==> src/rtl/song_sequencer.sv <==
// Song ROM walker feeding note_player: fetches {note, duration} entries, issues new_note pulses.
// Build option LOOP_SONG_EN: end-of-song restarts the same song instead of parking in END.
module song_sequencer #(
  parameter int NOTE_W    = 6,
  parameter int DUR_W     = 6,
  parameter int SONG_BITS = 2,
  parameter int NOTE_BITS = 5
) (
  input  logic                           clk,
  input  logic                           reset,
  input  logic                           play,
  input  logic                           next_song,
  input  logic                           note_done,
  output logic [SONG_BITS+NOTE_BITS-1:0] rom_addr,
  input  logic [NOTE_W+DUR_W-1:0]        rom_data,
  output logic [NOTE_W-1:0]              note_to_play,
  output logic [DUR_W-1:0]               duration_for_note,
  output logic                           new_note,
  output logic                           song_done,
  output logic [SONG_BITS-1:0]           current_song
);

  // state   | meaning
  // IDLE    | stopped; waits for play
  // FETCH   | ROM read of {current_song, note_index} in flight
  // CHECK   | rom_data valid; end marker, or issue note once play is high
  // PLAYING | note_player busy; waits for note_done
  // END     | song finished; waits for next_song
  typedef enum logic [2:0] {IDLE, FETCH, CHECK, PLAYING, END} state_t;

`ifdef LOOP_SONG_EN
  localparam state_t EOS_STATE = FETCH;
`else
  localparam state_t EOS_STATE = END;
`endif

  localparam logic [NOTE_BITS-1:0] LAST_IDX = '1;

  state_t                 state_q, state_d;
  logic [NOTE_BITS-1:0]   note_index, idx_d;
  logic [SONG_BITS-1:0]   song_d;
  logic [NOTE_W-1:0]      note_d;
  logic [DUR_W-1:0]       dur_d;
  logic                   new_note_d, song_done_d, end_of_song;
  logic [NOTE_W-1:0]      rom_note;
  logic [DUR_W-1:0]       rom_dur;

  assign rom_note = rom_data[NOTE_W+DUR_W-1:DUR_W];
  assign rom_dur  = rom_data[DUR_W-1:0];
  assign rom_addr = {current_song, note_index};

  always_ff @(posedge clk or negedge reset) begin
    if (!reset) begin
      state_q           <= IDLE;
      current_song      <= '0;
      note_index        <= '0;
      note_to_play      <= '0;
      duration_for_note <= '0;
      new_note          <= 1'b0;
      song_done         <= 1'b0;
    end else begin
      state_q           <= state_d;
      current_song      <= song_d;
      note_index        <= idx_d;
      note_to_play      <= note_d;
      duration_for_note <= dur_d;
      new_note          <= new_note_d;
      song_done         <= song_done_d;
    end
  end

  always_comb begin
    state_d     = state_q;
    song_d      = current_song;
    idx_d       = note_index;
    note_d      = note_to_play;
    dur_d       = duration_for_note;
    new_note_d  = 1'b0;
    song_done_d = 1'b0;
    end_of_song = 1'b0;

    // next_song overrides everything, including a coincident note_done
    if (next_song) begin
      song_d  = current_song + SONG_BITS'(1);
      idx_d   = '0;
      state_d = IDLE;
    end else begin
      case (state_q)
        IDLE: begin
          if (play) state_d = FETCH;
        end
        FETCH: begin
          state_d = CHECK;
        end
        CHECK: begin
          if (rom_dur == '0) begin
            end_of_song = 1'b1;
          end else if (play) begin
            note_d     = rom_note;
            dur_d      = rom_dur;
            new_note_d = 1'b1;
            state_d    = PLAYING;
          end
        end
        PLAYING: begin
          if (note_done) begin
            if (note_index == LAST_IDX) begin
              end_of_song = 1'b1;
            end else begin
              idx_d   = note_index + NOTE_BITS'(1);
              state_d = FETCH;
            end
          end
        end
        END: begin
          state_d = END;
        end
        default: begin
          state_d = IDLE;
        end
      endcase

      if (end_of_song) begin
        song_done_d = 1'b1;
        idx_d       = '0;
        state_d     = EOS_STATE;
      end
    end
  end

endmodule
==> config.mk <==
export PLATFORM = sky130hd
export DESIGN_NAME = song_sequencer
export DESIGN_NICKNAME = d
export VERILOG_FILES = /design/src/rtl/song_sequencer.sv
export SDC_FILE = /design/constraint.sdc
export NUM_CORES = 1
export LEC_CHECK = 0
export CAP_MARGIN = 30
export CORE_AREA = 2 2 65 67
export DETAILED_ROUTE_END_ITERATION = 7
export DIE_AREA = 0 0 67 69
export SYNTH_ARGS = -nofsm -noshare
export SYNTH_HDL_FRONTEND = slang
export SYNTH_SLANG_ARGS = --single-unit
==> constraint.sdc <==
create_clock -name clk -period 4 [get_ports clk]
set_input_delay 0.4 -clock clk [delete_from_list [all_inputs] [get_ports clk]]
set_output_delay 0.4 -clock clk [all_outputs]
set_load 0.05 [all_outputs]
==> flow_summary.yaml <==
status:
  status: "completed"
logic_synthesis:
  yosysSeqAreaShare_pct: 52.9
  synth_area_um2: 1130
  yosys-top-cells-area: "dfrtp_1 (53%), mux2_4 (7.9%), mux2_2 (5.0%), nand2_1 (2.3%), o2111ai_4 (2.3%)"
  synth_ff_type: "dfrtp_1"
  async_flop_share_pct: 100
  yosysMostFrequentCell: "dfrtp_1"
  yosys.cell_types.count: 35
  synth_edf_count: 0
  yosys_warnings: 0
  yosysTopAreaCell: "dfrtp_1"
  synth_common_cells: "dfrtp_1 (24), nand2_1 (7), mux2_4 (6)"
  synth_nets: 112
  synthCells: 93
  synth_top_area_share_pct: 52.9
  syn_avg_cell_area_um2: 12.2
  ys_ff_latch: 24
finish:
  fillers: 390
  drive_above_1_share_pct: 16.0
  final_net_count: 151
  n_antenna_cell: 0
  area_growth_pct: 44.5
  fin_cells: 181
detailed_routing:
  postRouteAntennaNets: 0
  routed_via_density: 4.77
  wl_per_cell_um: 13.1
  route.detailed.drc: 0
  drt_first_iter_violations: 15
  drt-total-wl_um: 2370
  drt_pass1_iterations: 4
  vias: 864
timing:
  fin_tns_setup_ns: 0
  min_period_over_period_pct: 50.6
  hold_viol_final: 0
  fin_crit_ns: 2.02
  finalClockSkew_ns: 0.00219
  max_clock_freq_mhz: 494
  setup_viol: 0
  rsz0062_at_grt: "false"
  worst_slew_pin_slew_ns: 0.508
  maxSlewHeadroom_pct: 66.0
  report.final.slew_viol_count: 0
worst_setup_path:
  crit_type: "in2reg"
  cp-end-kind: "flip-flop"
  cp-start-kind: "input pin"
  crit_fanout: 8
  cp_data_required_time_ns: 4.15
  arrival_ns: 2.17
  path_cells: "clkdlybuf4s50_1, or4_4, o2111ai_4, inv_6, mux2_4"
  max_stage_delay_ns: 0.57
  worst_path_max_delay_cell: "or4_4"
floorplanning:
  core_um2: 3910
  fp.dieH_um: 69
  start_util_pct: 29.0
  io_pins: 40
  rows: 23
  die_width_um: 67
  dieArea_um2: 4620
worst_hold_path:
  hp-class: "in2async"
power_and_ir_drop:
  clkPwrFrac_pct: 16.8
  p_int_mw: 0.558
  seq_power_share_pct: 35.0
  switching_share_pct: 42.1
  combPwrFrac_pct: 48.2
  power_density_nw_per_um2: 587
  peakVddDrop_v: 0.000378
  p_leak_nw: 0.669
  switchingPower_mw: 0.405
placed_design:
  dp_hpwl_um: 1850
  io_buffers: 39
  dpl.cell_count: 177
  gp_congestion: 0.720
grt:
  globalRoute.totalOverflow: 0
  antenna_found_initial: 0
  grt_pass1_vias: 923
  grt_max_degree: 18
  grt_util_all_layers_pct: 11.2
  grt_pass1_wl_um: 4130
clock_network:
  cts.sinks: 24
  cts_hold_buf: 0
  cts_resized: 0
  path_clk_slew_ns: 0.08
  post_cts_buffers: 0
  cts_tree: "yes"
  clkLatencyLatePin_ns: 0.26
  cts-root-buf: "clkbuf_8"
  cts_buffers: 3
  ctsLongestPathBuffers: 2
  cts_max_level: 1
run:
  maxCapViolations: 0
[logic make-up after synthesis]
logic type	Yosys count	share of synthesized area (%)
AND/OR/NAND/NOR	30	15.4
flip-flops	24	52.9
adder cells (fa/ha/maj)	2	2.20
XOR/XNOR	2	1.54
AO/OA/AOI/OAI	14	10.0
buffers and inverters	9	4.08
multiplexers	12	13.8
[path summary, 6_finish.rpt]
| kind | from | end | slack (ns) | cells after the start |
|---|---|---|---|---|
| max reg2reg | note_index[0] | note_index[3] | 2.07 | 5 |
| min reg2reg | current_song[1] | current_song[1] | 0.50 | 1 |
| min in group clk | current_song[1] | current_song[1] | 0.50 | 1 |
| max | rom_data[1] | note_to_play[5] | 1.98 | 5 |
| min | reset | note_to_play[4] | 0.45 | 1 |
| max in group asynchronous | reset | state_q[1] | 3.11 | 2 |
[metrics by stage]
step / total power, mW / setup WS, ns / util, % / instance area, um^2 / hold slack [ns]
after floorplan: 0.650 / 1.87 / - / 1130 / 0.104
after global placement: 0.801 / 1.73 / 39.8 / 1560 / 0.483
after detailed placement: 0.808 / 1.69 / 40.5 / 1590 / 0.491
after CTS: 0.973 / 1.97 / 41.9 / 1640 / 0.459
after global routing: 1.00 / 1.93 / 41.9 / 1640 / 0.477
final: 0.963 / 1.98 / 41.9 / 1640 / 0.452
[state kept, by name (all words and copies together), names as in the netlist]
name               cells
note_to_play           6
note_index             5
song_done              1
new_note               1
state_q                3
current_song           2
duration_for_note      6
[power groups by stage]
stage | combinational [mW] | sequential (mW) | clock (mW)
floorplan | 0.128 | 0.523 | 0
global placement | 0.459 | 0.342 | 0
detailed placement | 0.468 | 0.341 | 0
CTS | 0.468 | 0.339 | 0.166
global route | 0.481 | 0.348 | 0.176
finish | 0.464 | 0.337 | 0.162
[layout by cell type, fill, tap and decap left out, types with 3 or more instances in the layout]
cell type        instances
nand3_1                  3
nor2_1                   3
mux2_2                   5
clkdlybuf4s50_1         39
clkbuf_8                 4
mux2_4                   6
dfrtp_1                 24
nand3b_1                 3
a21oi_1                  3
nand2_1                  7
[final cells by class]
class,count,area [um^2],share of cell area [%]
Multi-Input combinational cell,60,488,29.7
Timing Repair Buffer,40,418,25.5
Tap cell,50,62.6,3.81
Clock buffer,4,55.1,3.36
Inverter,3,16.3,0.992
Sequential cell,24,601,36.6
[per-layer routing]
layer  up-vias  GRT usage (%)  part of all wire (%)
met3         2           1.96                   5.6
met5         -              0                     0
met2        36           17.7                    47
li1        419              -                     -
met1       407           15.3                    46
met4         0           3.85                  0.72
[critical path, delay by kind of cell]
kind | cells | cell delay [ns]
buf+inv | 2 | 0.54
compound gates | 1 | 0.35
mux | 1 | 0.31
simple gates | 1 | 0.57
No activity file was read; power rests on OpenSTA's default activity.
